**src/rtl/program_fetch.sv**
```systemverilog
// Instruction-byte prefetch unit: issues ROM reads from a fetch PC and queues {byte, pc} for the decoder.
// Optional FETCH_BYPASS_EN forwards a response straight to the outputs when the FIFO is empty.
module program_fetch #(
  parameter int unsigned                ADDR_WIDTH   = 16,
  parameter int unsigned                DATA_WIDTH   = 8,
  parameter int unsigned                DEPTH        = 4,
  parameter logic [ADDR_WIDTH-1:0]      RESET_VECTOR = 16'h0000
) (
  input  logic                  clock,
  input  logic                  reset,
  output logic [ADDR_WIDTH-1:0] rom_addr,
  input  logic [DATA_WIDTH-1:0] rom_data,
  input  logic                  jump_valid,
  input  logic [ADDR_WIDTH-1:0] jump_addr,
  output logic                  byte_valid,
  input  logic                  byte_ready,
  output logic [DATA_WIDTH-1:0] byte_data,
  output logic [ADDR_WIDTH-1:0] byte_pc
);

  localparam int unsigned PTR_W = $clog2(DEPTH);
  localparam int unsigned CNT_W = PTR_W + 1;
  localparam logic [CNT_W:0] DEPTH_C = (CNT_W + 1)'(DEPTH);

  logic [DATA_WIDTH-1:0] mem_data [DEPTH];
  logic [ADDR_WIDTH-1:0] mem_pc   [DEPTH];
  logic [PTR_W-1:0]      wr_ptr, rd_ptr;
  logic [CNT_W-1:0]      count;
  logic [ADDR_WIDTH-1:0] fetch_pc, pending_pc;
  logic                  pending;
  logic [DATA_WIDTH-1:0] last_data;
  logic [ADDR_WIDTH-1:0] last_pc;

  logic                  fifo_empty, bypass, issue, push, pop, pop_fifo;
  logic [CNT_W:0]        in_use;

  assign rom_addr   = fetch_pc;
  assign fifo_empty = (count == '0);
  // Outstanding reads are credited against FIFO space so a response always has a slot.
  assign in_use     = {1'b0, count} + {{CNT_W{1'b0}}, pending};
  assign issue      = !jump_valid && (in_use < DEPTH_C);

  always_comb begin
    bypass = 1'b0;
`ifdef FETCH_BYPASS_EN
    bypass = fifo_empty && pending && !jump_valid;
`endif
    if (bypass) begin
      byte_valid = 1'b1;
      byte_data  = rom_data;
      byte_pc    = pending_pc;
    end else if (!fifo_empty) begin
      byte_valid = 1'b1;
      byte_data  = mem_data[rd_ptr];
      byte_pc    = mem_pc[rd_ptr];
    end else begin
      byte_valid = 1'b0;
      byte_data  = last_data;
      byte_pc    = last_pc;
    end
    pop      = byte_valid && byte_ready && !jump_valid;
    pop_fifo = pop && !bypass;
    // A bypassed byte consumed this cycle never enters the FIFO.
    push     = pending && !jump_valid && !(bypass && byte_ready);
  end

  always_ff @(posedge clock) begin
    if (!reset && push) begin
      mem_data[wr_ptr] <= rom_data;
      mem_pc[wr_ptr]   <= pending_pc;
    end
  end

  always_ff @(posedge clock) begin
    if (reset) begin
      fetch_pc   <= RESET_VECTOR;
      pending    <= 1'b0;
      pending_pc <= '0;
      wr_ptr     <= '0;
      rd_ptr     <= '0;
      count      <= '0;
      last_data  <= '0;
      last_pc    <= '0;
    end else begin
      pending <= issue;
      if (issue) begin
        pending_pc <= fetch_pc;
        fetch_pc   <= fetch_pc + 1'b1;
      end
      if (jump_valid) begin
        fetch_pc <= jump_addr;
        wr_ptr   <= '0;
        rd_ptr   <= '0;
        count    <= '0;
      end else begin
        if (push)
          wr_ptr <= wr_ptr + 1'b1;
        if (pop_fifo)
          rd_ptr <= rd_ptr + 1'b1;
        unique case ({push, pop_fifo})
          2'b10:   count <= count + 1'b1;
          2'b01:   count <= count - 1'b1;
          default: count <= count;
        endcase
      end
      if (pop) begin
        last_data <= byte_data;
        last_pc   <= byte_pc;
      end
    end
  end

endmodule

```
**config.mk**
```make
export PLATFORM = sky130hd
export DESIGN_NAME = program_fetch
export DESIGN_NICKNAME = d
export VERILOG_FILES = /design/src/rtl/program_fetch.sv
export SDC_FILE = /design/constraint.sdc
export NUM_CORES = 1
export LEC_CHECK = 0
export CORE_MARGIN = 2
export CORE_UTILIZATION = 55
export CTS_CLUSTER_DIAMETER = 200
export DETAILED_ROUTE_END_ITERATION = 10
export GPL_TIMING_DRIVEN = 0
export PLACE_DENSITY_LB_ADDON = 0.25
export SETUP_SLACK_MARGIN = 0.2
export SLEW_MARGIN = 5
export SYNTH_ARGS = -nofsm -noshare
export SYNTH_HDL_FRONTEND = slang
export SYNTH_SLANG_ARGS = --single-unit
```
**constraint.sdc**
```tcl
create_clock -name clock -period 6.9 [get_ports clock]
set_input_delay 0.69 -clock clock [delete_from_list [all_inputs] [get_ports clock]]
set_output_delay 0.69 -clock clock [all_outputs]
set_load 0.02 [all_outputs]
```
=== Word level (Yosys, flattened, before mapping) ===
Memories as Yosys holds them, arrays and structs flattened. A register that Yosys moved wholly into a read port is not among the register bits.
Cells that the tools add are included.

* Register bits: 64
* Bits in writable memories: 96
* Output and inout port bits: 41
* Logic and storage cells: 42
* Memories kept: 2

{| class="wikitable"
|+ Memory list
! memory !! depth !! bits a word !! read ports !! clocked after memory_dff !! wr ports !! RTL line !! text
|-
| mem_pc || 4 || 16 || 1 || 1 || 1 || 26 || <nowiki>logic [ADDR_WIDTH-1:0] mem_pc [DEPTH];</nowiki>
|-
| mem_data || 4 || 8 || 1 || 1 || 1 || 25 || <nowiki>logic [DATA_WIDTH-1:0] mem_data [DEPTH];</nowiki>
|}

* $add $sub $neg: 6
* $lt $le $gt $ge: 1
* Equality and inequality tests: 2
* Muxes and demuxes: 12
* Reductions and logical operators: 11

{| class="wikitable"
|+ Operator list
! kind !! count
|-
| 16-bit 2-to-1 mux || 3
|-
| 16-bit by 1-bit adder with 16-bit output (second input constant) || 1
|-
| 2-bit 2-to-1 mux || 4
|-
| 8-bit 2-to-1 mux || 1
|-
| 3-bit case mux with 2 select lines || 1
|-
| 1-bit logical AND || 5
|-
| 2-bit by 1-bit adder with 2-bit output (second input constant) || 2
|-
| 3-bit by 1-bit adder with 4-bit output || 1
|-
| 4-bit by 3-bit less-than comparator with 1-bit output (second input constant) || 1
|-
| 2-bit nonzero test || 2
|-
| 3-bit by 1-bit adder with 3-bit output (second input constant) || 1
|-
| 3-bit zero test || 1
|-
| 1-bit 2-to-1 mux || 3
|-
| 3-bit by 1-bit subtractor with 3-bit output (second input constant) || 1
|-
| 2-bit by 1-bit == test with 1-bit output (second input constant) || 1
|-
| 2-bit == test (second input constant) || 1
|-
| 1-bit zero test || 2
|-
| 2-bit OR reduction || 1
|}

=== Logic depth before layout (Yosys ltp) ===
* Depth in word-level cells: 6
* Mapped depth: 11

=== Least setup slack after synthesis ===
OpenSTA, ideal clock, no wires.

* Path kind: input -> register
* Start: input port jump_valid
* End: register count[2]
* Data arrival time: 2.327 ns
* Slack: 4.503 ns
* Cell stages on the path: 10
* Path buffers: 1
* Path through: inv_2 > nand3_4 > inv_4 > buf_4 > ha_1 > inv_1 > fa_1 > xor2_1 > or3_1 > a21oi_1

* Longest elaborated chain between the ends: 4

{| class="wikitable"
|+ Ends and longest elaborated chain
! what !! RTL line !! text
|-
| start, declared || 13 || <nowiki>input logic jump_valid,</nowiki>
|-
| 1-bit zero test * || 61 || <nowiki>pop = byte_valid && byte_ready && !jump_valid;</nowiki>
|-
| 1-bit logical AND * || 61 ||
|-
| named net pop || 34 || <nowiki>logic fifo_empty, bypass, issue, push, pop, pop_fifo;</nowiki>
|-
| 2-bit by 1-bit == test with 1-bit output / 2-bit == test (equally long branches) || 100 || <nowiki>unique case ({push, pop_fifo})</nowiki>
|-
| 3-bit case mux with 2 select lines / 2-bit nonzero test (equally long branches) || -- ||
|-
| end signal, assigned || 101 || <nowiki>2'b10: count <= count + 1'b1;</nowiki>
|-
| end signal, assigned || 102 || <nowiki>2'b01: count <= count - 1'b1;</nowiki>
|-
| end signal, assigned || 103 || <nowiki>default: count <= count;</nowiki>
|-
| end, declared || 28 || <nowiki>logic [CNT_W-1:0] count;</nowiki>
|}

The timed path passes the listed nets; every way through them passes the cells marked *.
A chain may end at the register's enable or synchronous reset.

==> results by group <==
Yosys
  • Number of distinct library cells after synthesis: 51
  • Portion of the post-synthesis area used by sequential elements: 63.0%
  • Number of enable-type register cells in the synthesized netlist: 96
  • Async S/R FF share, synth: 0%
  • Seq cells post-synth: 162
  • Cells after Synth: 495
  • Cell area after synthesis: 0.00667 mm²
  • Warnings from Yosys: 0
  • Most used flip-flop cell after synthesis: sky130_fd_sc_hd__edfxtp_1
  • Post-synthesis average cell area: 13.5 µm²
  • Synthesized Nets: 530

Floorplan
  • Chip height: 114 µm
  • Top-level I/O count: 69
  • Die W: 114 µm
  • Number of placement rows: 40
  • Area of the placeable core: 0.0119 mm²
  • Effective utilization at floorplan: 56.0%
  • Die area: 0.0130 mm²

Finish
  • Post-layout nets: 617
  • Seq. cell area: 0.00420 mm²
  • Total area of multi-input combinational cells: 0.00225 mm²
  • Commonest non-fill, non-tap cells in the layout: sky130_fd_sc_hd__edfxtp_1 (96), sky130_fd_sc_hd__nand2_1 (91), sky130_fd_sc_hd__clkdlybuf4s50_1 (68)
  • Number of fillers in the final layout: 842
  • Share of layout cells above drive strength 1: 18.7%
  • Number of diodes added for antenna fixing: 0
  • Area added between synthesis and finish: 22.1%
  • Post-layout util: 68.4%
  • Most common library cell in the layout ignoring fill and taps: sky130_fd_sc_hd__edfxtp_1

Clock tree
  • Clk_lat worst skew: 420 ps
  • CTS sink cnt: 162
  • Total CTS buffers: 17
  • Number of hold buffers added after CTS: 0
  • Clock tree from TritonCTS: yes
  • Root buffer cell: sky130_fd_sc_hd__clkbuf_16
  • Number of levels the H-tree was split into: 4
  • Largest buffer count on any clock path: 2
  • Number of buffers inserted to repair setup after CTS: 0
  • Number of resized instances in the post-cts repair step: 0
  • Clock-pin slew on the worst setup and hold paths: 60 ps

Setup path
  • Length in cells of the worst reg-to-reg path: 11
  • Reg-to-reg critical path startpoint: count[2]$_SDFFE_PP0P_
  • Crit path required time: 6210 ps
  • WP data arrival: 2890 ps
  • Type of origin of the critical path: flop
  • Critical path peak fanout: 10
  • CP Capture Point: byte_data[7]
  • Worst R2R End: count[2]$_SDFFE_PP0P_
  • Kind of end point of the critical path: output pin
  • Setup Crit Path Kind: flop to output pin
  • Setup slack on the worst flop-to-flop path: 4100 ps

Route
  • # DRC: 0
  • Vias after detailed routing: 4222
  • Starting DRT DRC Count: 332
  • Via count normalized by instance count: 5.69
  • Number of nets with antenna violations after detailed routing: 0
  • DRT Wirelength: 13.7 mm
  • Length of the first detailed-routing pass in iterations: 5
  • Routed length per placed instance: 18.5 µm

Timing
  • Relative slew margins: 53.3%
  • Final number of max-transition violations: 0
  • Largest clock skew in the final design: 12.7 ps
  • Maximum operating frequency: 279 MHz
  • Setup TNS: 0 ps
  • Slew of the pin with the lowest slew margin: 700 ps
  • Hold violation total from the final report: 0
  • RSZ-0062 raised after global routing: false
  • Final setup violating endpoints: 0
  • Final worst-path cycle share: 51.9%
  • Shortest clock period the worst path allows after layout: 3580 ps

Global routing
  • Antenna violations before repair: 0
  • Largest net degree at the start of global routing: 25
  • Via count of the first global-routing pass: 4195
  • Total grt overflow: 0
  • Total global-route track usage: 22.2%
  • Wire length of the first global-routing pass: 21.6 mm

Pwr
  • Pwr/cell area: 258 mW/mm²
  • Peak supply drop: 149 µV
  • LEAKAGE: 0.00279 µW

Status
  • Result of the run: finished clean

Placement
  • Placed wire-length estimate: 8.89 mm
  • GP Congestion: 0.901
  • Port Buffers: 68

Hold path
  • Hold WC Path Type: flop to flop

Job
  • Max capacitance violation total: 0
-- worst max-delay path: stages (launching register included) --
cell and delay (ps):
sky130_fd_sc_hd__dfxtp_1 300, sky130_fd_sc_hd__buf_1 290, sky130_fd_sc_hd__clkbuf_1 580, sky130_fd_sc_hd__mux4_2 440, sky130_fd_sc_hd__mux2_2 310, sky130_fd_sc_hd__clkdlybuf4s50_1 540
-- area by class of cell --
class                   count  share of cell area, %
well taps                 147                   2.26
repair buffers             68                   8.36
clock buffers              27                   7.10
inverters                  11                  0.538
multi-input cells         294                   27.7
clock inverters             5                  0.384
plain buffers              28                   2.09
flip-flops and latches    162                   51.6
-- per-layer routing --
| metal | track usage [%] | vias to the layer above | part of all wire [%] |
|---|---|---|---|
| met2 | 36.7 | 145 | 51 |
| li1 | - | 1995 | - |
| met3 | 4.45 | 25 | 4.7 |
| met1 | 29.0 | 2057 | 42 |
| met4 | 9.19 | 0 | 2.5 |
| met5 | 0 | - | 0 |
-- how the worst min path moves through the flow --
stage / start / to / slack (ps) / cells after the start
2_1_floorplan: last_data[0]$_SDFFE_PP0P_ / last_data[0]$_SDFFE_PP0P_ / 430 / 2
6_report: last_pc[11]$_SDFFE_PP0P_ / last_pc[11]$_SDFFE_PP0P_ / 450 / 2
5_1_grt: last_pc[10]$_SDFFE_PP0P_ / last_pc[10]$_SDFFE_PP0P_ / 460 / 2
4_1_cts: last_pc[10]$_SDFFE_PP0P_ / last_pc[10]$_SDFFE_PP0P_ / 460 / 2
3_5_place_dp: last_pc[10]$_SDFFE_PP0P_ / last_pc[10]$_SDFFE_PP0P_ / 450 / 2
3_3_place_gp: last_pc[1]$_SDFFE_PP0P_ / last_pc[1]$_SDFFE_PP0P_ / 440 / 2
-- flip-flops by register name, summed over array words and instances, names as in the netlist, named ones only --
| signal | count |
|---|---|
| pending | 1 |
| mem_data | 32 |
| pending_pc | 16 |
| count | 3 |
| mem_pc | 64 |
| rd_ptr | 2 |
| rom_addr | 16 |
| last_data | 8 |
| last_pc | 16 |
| wr_ptr | 2 |
-- synthesized netlist by cell type (all sizes together) (6+ instances only) --
cell,count,area [µm²]
dfxtp,66,1320
clkbuf,12,45.0
buf,16,125
nand4,8,65.1
xnor2,6,52.6
mux2,24,270
ha,6,75.1
mux4,24,541
nor4,6,65.1
a21oi,45,225
inv,11,43.8
a211oi,8,70.1
nand2,91,342
xor2,8,70.1
and3,7,48.8
nor2,21,78.8
edfxtp,96,2880
-- cells by family after synthesis --
family | synth area share (%)
xor+xnor | 1.84
buf+inv | 3.21
fa+ha+maj | 1.43
compound gates | 6.30
mux | 12.6
simple gates | 11.6
flops | 63.0
-- stage by stage --
stage | setup WS, ps | cell area, µm² | hold slack, ps | power, µW | std cells
floorplan | 4500 | 6670 | 434 | 1130 | 495
CTS | 3280 | 8150 | 456 | 2110 | 742
finish | 3320 | 8150 | 452 | 2100 | 742
global placement | 3640 | 7540 | 438 | 1190 | 710
global route | 3200 | 8150 | 465 | 2160 | 742
detailed placement | 3610 | 7540 | 447 | 1190 | 710
-- where the power goes --
group	total [µW]	switching, µW	internal, µW
Combinational	112	58.2	54.2
Sequential	1060	21.3	1040
Clock	930	354	576
Total	2100	434	1670
No activity file was read; power rests on OpenSTA's default activity.
